==> config.mk <==
export PLATFORM = sky130hd
export DESIGN_NAME = ring_link_channel_flat
export DESIGN_NICKNAME = d
export VERILOG_FILES = /design/src/rtl/ring_link_channel_if.sv /design/src/rtl/ring_link_channel.sv /design/src/flat_wrapper.sv
export SDC_FILE = /design/constraint.sdc
export NUM_CORES = 1
export LEC_CHECK = 0
export ABC_CLOCK_PERIOD_IN_PS = 3100
export CAP_MARGIN = 40
export CORE_MARGIN = 2
export CORE_UTILIZATION = 52
export CTS_BUF_LIST = sky130_fd_sc_hd__clkbuf_4
export CTS_CLUSTER_DIAMETER = 150
export DETAILED_ROUTE_END_ITERATION = 10
export GPL_TIMING_DRIVEN = 1
export MAX_ROUTING_LAYER = met4
export PLACE_DENSITY = 0.79
export SLEW_MARGIN = 20
export SYNTH_ARGS = -nofsm -noshare
export SYNTH_HDL_FRONTEND = slang
export SYNTH_SLANG_ARGS = --single-unit
==> constraint.sdc <==
create_clock -name clk -period 3.1 [get_ports clk]
set_clock_uncertainty 0.1 [all_clocks]
set_input_delay 0.93 -clock clk [delete_from_list [all_inputs] [get_ports clk]]
set_output_delay 0.93 -clock clk [all_outputs]
set_load 0.005 [all_outputs]
==> src/rtl/ring_link_channel_if.sv <==
// Link-side signal bundle for one directional ring link channel.
// The upstream router drives link_in and samples backpressure_wr.
// The downstream router drives backpressure_rd and samples link_out.
interface ring_link_channel_if #(
   parameter int PACKET_SIZE = 49
);
   logic [PACKET_SIZE-1:0] link_in;
   logic                   backpressure_wr;
   logic [PACKET_SIZE-1:0] link_out;
   logic                   backpressure_rd;

   // The channel itself consumes link_in and backpressure_rd.
   modport slave (
      input  link_in,
      input  backpressure_rd,
      output link_out,
      output backpressure_wr
   );

   // The surrounding routers (or a bench) drive the opposite directions.
   modport master (
      output link_in,
      output backpressure_rd,
      input  link_out,
      input  backpressure_wr
   );
endinterface

==> src/rtl/ring_link_channel.sv <==
// Registered elastic channel on one directional ring link.
// Packets arriving from the upstream router are queued in a small circular
// FIFO and released one per cycle whenever the downstream router is not
// stalling. Upstream backpressure comes from our own occupancy, and the link
// keeps forwarded/dropped statistics plus a sticky overflow flag.
module ring_link_channel #(
   parameter int PACKET_SIZE     = 49,
   parameter int FIFO_DEPTH      = 4,
   parameter int STALL_THRESHOLD = 2
) (
   input  logic                          clk,
   input  logic                          rst_n,
   ring_link_channel_if.slave            link,
   output logic [$clog2(FIFO_DEPTH):0]   occupancy,
   output logic [63:0]                   total_forwarded,
   output logic [15:0]                   total_dropped,
   output logic                          overflow_err
);

   localparam int PW = $clog2(FIFO_DEPTH);
   localparam int CW = PW + 1;
   localparam logic [CW-1:0] DEPTH_C  = CW'(FIFO_DEPTH);
   localparam logic [CW-1:0] THRESH_C = CW'(STALL_THRESHOLD);

   logic [PACKET_SIZE-1:0] r_mem [FIFO_DEPTH];
   logic [PW-1:0]          r_rdPtr;
   logic [PW-1:0]          r_wrPtr;
   logic [CW-1:0]          r_count;
   logic [PACKET_SIZE-1:0] r_linkOut;
   logic                   r_bpWr;
   logic [63:0]            r_fwd;
   logic [15:0]            r_drop;
   logic                   r_ovf;

   logic          w_pop;
   logic          w_pushReq;
   logic          w_accept;
   logic          w_drop;
   logic [CW-1:0] w_countAfterPop;
   logic [CW-1:0] w_countNext;
   logic [CW-1:0] w_freeNext;

   // Pop uses the pre-edge count, so a packet written this edge cannot leave
   // until the next one; a same-edge pop frees a slot for the incoming push.
   always_comb begin
      w_pop           = (r_count != '0) && !link.backpressure_rd;
      w_pushReq       = link.link_in[PACKET_SIZE-1];
      w_countAfterPop = r_count - CW'(w_pop);
      w_accept        = w_pushReq && (w_countAfterPop < DEPTH_C);
      w_drop          = w_pushReq && !w_accept;
      w_countNext     = w_countAfterPop + CW'(w_accept);
      w_freeNext      = DEPTH_C - w_countNext;
   end

   // Packet storage; reset wipes every entry so nothing survives a reset.
   always_ff @(posedge clk or negedge rst_n) begin
      if (!rst_n) begin
         for (int i = 0; i < FIFO_DEPTH; i++) begin
            r_mem[i] <= '0;
         end
      end else if (w_accept) begin
         r_mem[r_wrPtr] <= link.link_in;
      end
   end

   // Pointers wrap naturally because the depth is a power of two.
   always_ff @(posedge clk or negedge rst_n) begin
      if (!rst_n) begin
         r_rdPtr <= '0;
         r_wrPtr <= '0;
         r_count <= '0;
      end else begin
         if (w_pop) begin
            r_rdPtr <= r_rdPtr + PW'(1);
         end
         if (w_accept) begin
            r_wrPtr <= r_wrPtr + PW'(1);
         end
         r_count <= w_countNext;
      end
   end

   // Output word is presented for exactly one cycle per pop, otherwise zero,
   // because the downstream router samples every cycle.
   always_ff @(posedge clk or negedge rst_n) begin
      if (!rst_n) begin
         r_linkOut <= '0;
      end else if (w_pop) begin
         r_linkOut <= r_mem[r_rdPtr];
      end else begin
         r_linkOut <= '0;
      end
   end

   // Upstream stall is registered from the post-edge free space; the
   // threshold leaves room for the packet already in flight.
   always_ff @(posedge clk or negedge rst_n) begin
      if (!rst_n) begin
         r_bpWr <= 1'b0;
      end else begin
         r_bpWr <= (w_freeNext < THRESH_C);
      end
   end

   // Link statistics: forwarded wraps, dropped saturates, overflow is sticky.
   always_ff @(posedge clk or negedge rst_n) begin
      if (!rst_n) begin
         r_fwd  <= '0;
         r_drop <= '0;
         r_ovf  <= 1'b0;
      end else begin
         if (w_pop) begin
            r_fwd <= r_fwd + 64'd1;
         end
         if (w_drop) begin
            r_ovf <= 1'b1;
            if (r_drop != 16'hFFFF) begin
               r_drop <= r_drop + 16'd1;
            end
         end
      end
   end

   assign link.link_out        = r_linkOut;
   assign link.backpressure_wr = r_bpWr;
   assign occupancy            = r_count;
   assign total_forwarded      = r_fwd;
   assign total_dropped        = r_drop;
   assign overflow_err         = r_ovf;

endmodule
==> src/flat_wrapper.sv <==
// flat-port wrapper written by rule: the top's interface ports become plain ports
module ring_link_channel_flat 
#(
   parameter int PACKET_SIZE     = 49,
   parameter int FIFO_DEPTH      = 4,
   parameter int STALL_THRESHOLD = 2
)
  (clk, rst_n, occupancy, total_forwarded, total_dropped, overflow_err, link_link_in, link_backpressure_rd, link_link_out, link_backpressure_wr);
  ring_link_channel_if #(.PACKET_SIZE(PACKET_SIZE)) link_i ();
  input  logic clk;
  input  logic rst_n;
  output logic [$clog2(FIFO_DEPTH):0] occupancy;
  output logic [63:0] total_forwarded;
  output logic [15:0] total_dropped;
  output logic overflow_err;
  input wire logic [$bits(link_i.link_in)-1:0] link_link_in;
  input wire logic [$bits(link_i.backpressure_rd)-1:0] link_backpressure_rd;
  output wire logic [$bits(link_i.link_out)-1:0] link_link_out;
  output wire logic [$bits(link_i.backpressure_wr)-1:0] link_backpressure_wr;
  assign link_i.link_in = link_link_in;
  assign link_i.backpressure_rd = link_backpressure_rd;
  assign link_link_out = link_i.link_out;
  assign link_backpressure_wr = link_i.backpressure_wr;
  ring_link_channel #(.PACKET_SIZE(PACKET_SIZE), .FIFO_DEPTH(FIFO_DEPTH), .STALL_THRESHOLD(STALL_THRESHOLD)) u_core (.clk(clk), .rst_n(rst_n), .link(link_i), .occupancy(occupancy), .total_forwarded(total_forwarded), .total_dropped(total_dropped), .overflow_err(overflow_err));
endmodule
# Yosys cells after proc, flatten, opt, wreduce, memory -nomap -nowiden
# Index checks and enable logic that the tools add are counted.
[totals]
out_inout_bits = 134
word_cells = 42
input_bits = 52
ff_bits = 334
[classes]
add_sub_neg = 7
reduce_logical = 8
n_lt_le_gt_ge = 5
n_mux = 7
bitwise_logic = 2
n_eq_ne = 1
[op_table]
columns = ["cell", "n"]
rows = [
  ["$bwmux W196", 1],
  ["$mux W49", 4],
  ["$bmux W49 S2", 1],
  ["$demux W49 S2", 1],
  ["$add A64 B1 Y64 const B", 1],
  ["$add A16 B1 Y16 const B", 1],
  ["$ne A16 B16 Y1 const B", 1],
  ["$ge A3 B3 Y1 const B", 2],
  ["$not A2 Y3", 2],
  ["$add A2 B1 Y2 const B", 2],
  ["$logic_and A1 B1 Y1", 4],
  ["$add A3 B1 Y3", 1],
  ["$lt A3 B1 Y1 const B", 1],
  ["$lt A3 B2 Y1 const B", 1],
  ["$lt A3 B3 Y1 const B", 1],
  ["$reduce_bool A3 Y1", 1],
  ["$sub A3 B1 Y3", 1],
  ["$sub A3 B3 Y3 const A", 1],
  ["$logic_not A1 Y1", 2],
  ["$reduce_and A2 Y1", 1],
]

# Longest topological paths before layout
# Gate-level depths: netlist of run 1.
[logic_depth]
word_depth = 8
ltp_mapped = 16
depth_no_buf = 13

# Worst setup path after synthesis of run 1
# OpenSTA, ideal clock, no wires.
[synth_path]
path_kind = "input -> register"
from = "input port link_backpressure_rd"
to = "register u_core.r_mem[137] in the netlist's numbering"
t_required_ps = 2875
arrival_time_ps = 3317
setup_ps = 125
cell_stages = 13
setup_slack_ps = -441
path_buffers = 5
path_cell_list = "or2_2 clkbuf_1 inv_1 clkbuf_1 ha_1 ha_1 xnor2_1 and2_1 buf_2 nand2_1 buf_2 buf_2 mux2_2"
[synth_between]
elab_chain_cells = 5
[synth_lines]
columns = ["item", "line", "text"]
rows = [
  ["from (decl)", "flat_wrapper.sv:17", "input wire logic [$bits(link_i.backpressure_rd)-1:0] link_backpressure_rd;"],
  ["$logic_not A1 Y1", "ring_link_channel.sv:46", "w_pop = (r_count != '0) && !link.backpressure_rd;"],
  ["$logic_and A1 B1 Y1", "ring_link_channel.sv:46", ""],
  ["net u_core.w_pop", "ring_link_channel.sv:35", "logic w_pop;"],
  ["$sub A3 B1 Y3", "ring_link_channel.sv:48", "w_countAfterPop = r_count - CW'(w_pop);"],
  ["$lt A3 B3 Y1", "ring_link_channel.sv:49", "w_accept = w_pushReq && (w_countAfterPop < DEPTH_C);"],
  ["$logic_and A1 B1 Y1", "ring_link_channel.sv:49", ""],
  ["net u_core.w_accept", "ring_link_channel.sv:37", "logic w_accept;"],
  ["to (signal, indexed assignment)", "ring_link_channel.sv:62", "r_mem[r_wrPtr] <= link.link_in;"],
  ["to (decl)", "ring_link_channel.sv:25", "logic [PACKET_SIZE-1:0] r_mem [FIFO_DEPTH];"],
]
# The timed path passes the listed nets, and every way through them passes these cells.
# A chain may end at the register's enable or synchronous reset.

# Worst setup path in the final report of run 1
[layout_path]
from = "register u_core.r_fwd[23], in the netlist u_core.total_forwarded[23]"
to = "output port total_forwarded[23]"
[layout_lines]
columns = ["item", "line", "text"]
rows = [
  ["from (decl)", "ring_link_channel.sv:31", "logic [63:0] r_fwd;"],
  ["from (signal assigned)", "ring_link_channel.sv:113", "r_fwd <= r_fwd + 64'd1;"],
  ["to (decl)", "flat_wrapper.sv:13", "output logic [63:0] total_forwarded;"],
]
# No word-level cell between the ends.

==> impl_metrics.json, run 1 <==
{
  "status": "finished, final reports clean",
  "synth_area_leaders": "dfrtp_1, mux2_2, mux4_2",
  "yosysSeqAreaShare_pct": 59.4,
  "drtAntennaViolNets": 0,
  "hold_ws_ns": 0.0786,
  "critical_path.max_fanout": 7,
  "dpl_cell_area_sq_um": 16800,
  "drt_iter0_markers": 468,
  "crit_buf_inv": 1,
  "grt-ovfl-total": 0,
  "post_cts_buffers": 0,
  "clock_latency_ns": 0.69,
  "p_total_mw": 16.0,
  "rows": 60,
  "netlist_area_sq_um": 14100,
  "grt_most_used_layer": "met2",
  "grt.met3_usage_pct": 5.00,
  "fmax_mhz": 362,
  "p_per_area_nw_per_um2": 894,
  "vdd_drop_max_uv": 505,
  "dp_hpwl_um": 19000,
  "synth_fp_nets": 1020,
  "holdBufCountCts": 0,
  "ys.warnings.count": 0,
  "finalSetupViolCount": 0,
  "cts.sinks": 334,
  "netlist.area_leader.share_pct": 59.4,
  "antenna_found_initial": 2,
  "seqCellArea_sq_um": 8360,
  "crit_slowest_cell": "clkdlybuf4s50_1",
  "use_met1_pct": 29.0,
  "io_pins": 186,
  "layout_commonest_cell": "dfrtp_1",
  "layout-drive-gt1-share_pct": 34.6,
  "netlist-cell-type-count": 39,
  "die-area_sq_um": 28400,
  "gp_congestion": 0.847,
  "drv_slew": 0,
  "nets": 1296,
  "rsz0062_at_grt": "no",
  "grt_pass1_wl_um": 48300,
  "cts_htree_levels": 3,
  "dp.cells": 1486,
  "synthCells": 957,
  "fin_util_pct": 66.8,
  "grt_max_degree": 68,
  "yosys_register_bits": 334,
  "cp_data_arrival_time_ns": 1.74,
  "critPathRequiredTime_ns": 2.07,
  "fin_cells": 1636,
  "vias": 8836,
  "critPathTopFamily": "buffers and inverters",
  "grtUsageTotal_pct": 22.0,
  "crit_type": "flip-flop to primary output",
  "fin_crit_sh_pct": 89.2,
  "max_stage_delay_ns": 0.57,
  "clkTransAtPathRegs_ns": 0.06,
  "cts_tree": "done",
  "dr.pass1.iters": 4,
  "final_area_sq_um": 17900,
  "vias_per_cell": 5.40,
  "crit_chain": "clkdlybuf4s50_1",
  "tightestPinTransition_ns": 0.601,
  "wl_per_cell_um": 17.9,
  "drv_cap": 0,
  "hold_viol_final": 0,
  "setup_slack_ns": 0.334,
  "layout_common_cells": "dfrtp_1, mux2_2, clkdlybuf4s50_1, clkbuf_4, xnor2_1",
  "multi_input_area_sq_um": 5550,
  "n_fill_cell": 1908,
  "hp-class": "primary input to asynchronous set/reset pin",
  "endpoint_kind": "primary output",
  "min_period_ns": 2.77,
  "grt_pass1_vias": 9348,
  "wirelength_um": 29300,
  "cts_buffers": 86,
  "p_leak_nw": 7.93,
  "synth.avg_cell_area_sq_um": 14.7,
  "start_util_pct": 52.5,
  "finalSetupTns_ns": 0,
  "yosys.area.top_type": "dfrtp_1",
  "die_w_um": 169,
  "met2_usage_pct": 34.7,
  "root_buffer": "clkbuf_4",
  "startpoint_type": "flip-flop",
  "drcViolationCount": 0,
  "port_buffers": 185,
  "clock_path_buffers": 3,
  "core_area_sq_um": 26800,
  "die_y_um": 169,
  "timing.slew.headroom_pct": 60.0,
  "ctsResizeCount": 0,
  "dp_slack_ns": -0.325,
  "syn_to_final_growth_pct": 27.3
}
logic make-up (layout without fill, tap and decap cells):
| family | count (synthesis) | after routing | synth area share (%) |
|---|---|---|---|
| AOI/OAI and AO/OA | 11 | 11 | 0.436 |
| xor gates and xnor gates | 79 | 79 | 4.92 |
| adders and majority gates | 11 | 11 | 0.978 |
| buffers and inverters | 56 | 392 | 1.76 |
| DFF | 334 | 334 | 59.4 |
| muxes | 242 | 242 | 23.3 |
| other | 0 | 2 | 0 |
| and+or+nand+nor | 224 | 224 | 9.25 |
Yosys cell counts, drive strengths merged:
cell type  number
or3b            1
nor2b           2
buf            28
nand2          39
clkbuf         14
mux2          193
nand3b          2
nor3            7
xor2           21
nor2           27
and3           10
mux4           49
or2             1
o21ai           3
a21oi           5
and4            9
o21a            1
inv            14
or4             1
ha             11
o211ai          1
xnor2          58
or3             3
and3b           1
a31oi           1
and2           56
nand2b          7
nand4          31
nor4            3
dfrtp         334
nand3          24
layer usage:
metal | vias to the layer above | wire (um)
met5 | - | 0
met4 | 0 | 452
met2 | 247 | 14200
met1 | 4544 | 13100
li1 | 4001 | -
met3 | 44 | 1600
cell type report:
cell class	instances	share of cell area (%)
repair buffers	230	13.6
clock buffers	131	5.49
multi-input cells	567	31.0
inverters	14	0.321
well taps	341	2.38
flip-flops and latches	334	46.7
clock inverters	17	0.538
diodes	2	0.0279
final timing paths:
kind | endpoint | depth (start not counted) | startpoint | slack, ns
worst max-delay path | total_forwarded[23] | 1 | u_core.total_forwarded[23] | 0.33
worst min-delay path | u_core.total_forwarded[12] | 1 | rst_n | 0.08
worst max register to register | u_core.total_dropped[9] | 11 | u_core.occupancy[1] | 0.36
worst min register to register | u_core.r_mem[97] | 1 | u_core.r_mem[97] | 0.36
max in group asynchronous | u_core.r_mem[48] | 2 | rst_n | 2.03
min in group clk | u_core.r_mem[97] | 1 | u_core.r_mem[97] | 0.36
power breakdown:
part / leakage (nW) / switching [mW] / internal, mW
clock: 0.645 / 1.73 / 2.00
sequential: 4.17 / 0.938 / 6.02
combinational: 3.11 / 1.86 / 3.47
total: 7.93 / 4.52 / 11.5
registers in the layout (all words and copies together), names as in the netlist, 2 cells and up:
signal                  count
u_core.link.link_out       49
u_core.r_rdPtr              2
u_core.total_dropped       16
u_core.r_mem              196
u_core.r_wrPtr              2
u_core.occupancy            3
u_core.total_forwarded     64
(Power assumes the default switching activity.)
==> run 2, diff against run 1 <==
CTS_CLUSTER_DIAMETER = unset   (was 150)
==> results of run 2 <==
Same layout as run 1: the final DEF is identical, and so are final timing and power.
==> run 3, diff against run 2 <==
CELL_PAD_IN_SITES_DETAIL_PLACEMENT = 1   (was unset)
CELL_PAD_IN_SITES_GLOBAL_PLACEMENT = 2   (was unset)
CORE_UTILIZATION = 37   (was 52)
CTS_CLUSTER_SIZE = 30   (was unset)
PLACE_DENSITY = unset   (was 0.79)
PLACE_DENSITY_LB_ADDON = 0.1   (was unset)
==> run 3 against run 2 <==
Combinational power shrank 0.9%; largest power group unchanged; total power grew 0.57%; routed wire length grew 14%; critical path depth is the same.
==> impl_metrics.json, run 3 (synthesized netlist as in run 1, its figures left out) <==
{
  "crit_slowest_cell": "clkdlybuf4s50_1",
  "max_stage_delay_ns": 0.56,
  "core_area_sq_um": 37600,
  "layout_common_cells": "dfrtp_1, mux2_2, clkdlybuf4s50_1, clkbuf_4, xnor2_1",
  "min_period_ns": 2.83,
  "hp-class": "flip-flop to flip-flop",
  "syn_to_final_growth_pct": 28.6,
  "grtUsageTotal_pct": 18.2,
  "wirelength_um": 33400,
  "fmax_mhz": 354,
  "status": "finished, final reports clean",
  "tightestPinTransition_ns": 0.738,
  "gp_congestion": 0.747,
  "vdd_drop_max_uv": 403,
  "layout-drive-gt1-share_pct": 35.0,
  "p_per_area_nw_per_um2": 890,
  "die_y_um": 199,
  "cp_data_arrival_time_ns": 1.80,
  "cts_buffers": 91,
  "crit_buf_inv": 1,
  "rsz0062_at_grt": "no",
  "die-area_sq_um": 39600,
  "drcViolationCount": 0,
  "dpl_cell_area_sq_um": 17000,
  "layout_commonest_cell": "dfrtp_1",
  "final_area_sq_um": 18100,
  "nets": 1303,
  "critical_path.max_fanout": 6,
  "critPathRequiredTime_ns": 2.07,
  "drt_iter0_markers": 219,
  "critPathTopFamily": "buffers and inverters",
  "crit_type": "flip-flop to primary output",
  "wl_per_cell_um": 18.4,
  "io_pins": 186,
  "dp_hpwl_um": 22000,
  "finalSetupViolCount": 0,
  "grt_pass1_wl_um": 53700,
  "cts_tree": "done",
  "grt-ovfl-total": 0,
  "hold_viol_final": 0,
  "drv_cap": 0,
  "post_cts_buffers": 0,
  "grt_pass1_vias": 9667,
  "drv_slew": 0,
  "vias": 8854,
  "p_leak_nw": 7.91,
  "drtAntennaViolNets": 0,
  "start_util_pct": 37.5,
  "die_w_um": 199,
  "root_buffer": "clkbuf_4",
  "clock_latency_ns": 0.74,
  "timing.slew.headroom_pct": 50.8,
  "cts.sinks": 334,
  "grt_max_degree": 60,
  "crit_chain": "clkdlybuf4s50_1",
  "clkTransAtPathRegs_ns": 0.06,
  "clock_path_buffers": 3,
  "largest_reg_flops": 196,
  "reg2reg_slack_ns": 0.33,
  "port_buffers": 185,
  "fin_crit_sh_pct": 91.1,
  "vias_per_cell": 4.88,
  "dr.pass1.iters": 4,
  "registers.top_by_ff_count": "u_core.r_mem",
  "endpoint_kind": "primary output",
  "rows": 71,
  "finalSetupTns_ns": 0,
  "startpoint_type": "flip-flop",
  "antenna_found_initial": 2,
  "cts_htree_levels": 3
}
-- run 3: cell types whose count changed in the layout (fill, tap and decap cells not counted) --
cell           delta
buf_12            -6
buf_4             +7
bufinv_16         -1
clkbuf_4          +7
clkinv_1          -1
clkinv_2          -2
clkinvlp_4        +1
dlygate4sd3_1     +1
inv_2             +2
-- run 3: final timing paths --
path,from,depth (start not counted),endpoint
setup reg to reg,u_core.occupancy[1],14,u_core.link.backpressure_wr
max in group asynchronous,rst_n,3,u_core.link.link_out[1]
min in group asynchronous,rst_n,2,u_core.total_dropped[8]
hold / removal,u_core.r_mem[97],1,u_core.r_mem[97]
setup / recovery,u_core.total_forwarded[27],1,total_forwarded[27]
hold reg to reg,u_core.r_mem[97],1,u_core.r_mem[97]
-- run 3: cell type report --
cell class | count | area, sq um
fillers | 3826 | 19500
flip-flops and latches | 334 | 8360
multi-input cells | 567 | 5550
repair buffers | 232 | 2370
clock buffers | 138 | 1040
well taps | 511 | 639
clock inverters | 16 | 67.6
inverters | 14 | 57.6
diodes | 2 | 5.00
-- run 3: what timing repair did --
item                      in CTS  in global routing
gates resized for setup        0                  0
hold buffers                   1                  0
hold endpoints to repair      39                  0
-- run 3: worst reg2reg max path, cell delays in order, from the launching register on --
cell and delay [ns]:
dfrtp_1 0.40, nor3_1 0.30, or2_4 0.21, inv_6 0.04, ha_4 0.15, ha_4 0.16, xnor2_2 0.15, and2_1 0.18
buf_12 0.15, ha_4 0.16, ha_4 0.26, inv_2 0.04, ha_4 0.14, xor2_1 0.15, nor2_1 0.12
-- run 3: power breakdown --
part	internal, mW	leakage [nW]	switching (mW)	total [mW]
clock	2.01	0.663	1.80	3.81
sequential	6.02	4.17	0.999	7.02
combinational	3.44	3.08	1.84	5.28
total	11.5	7.91	4.64	16.1
-- run 3: routing by layer --
layer	track usage (%)	wire, um	up-vias
met1	23.3	15100	4588
li1	-	-	4013
met3	4.09	1550	53
met4	6.80	637	0
met5	-	0	-
met2	28.2	16100	200
-- run 3: metrics by stage --
stage          power (mW)  instances  setup WS, ns  hold WS, ns  util [%]
6_report             16.1       1814         0.275        0.367      48.2
3_5_place_dp         12.5       1657        -0.402        0.352      45.2
4_1_cts              16.5       1812         0.165        0.367      48.1
2_1_floorplan        10.4        957      -0.00470        0.329         -
5_1_grt              17.3       1814         0.134        0.398      48.2
3_3_place_gp         12.3       1657        -0.366        0.348      45.2
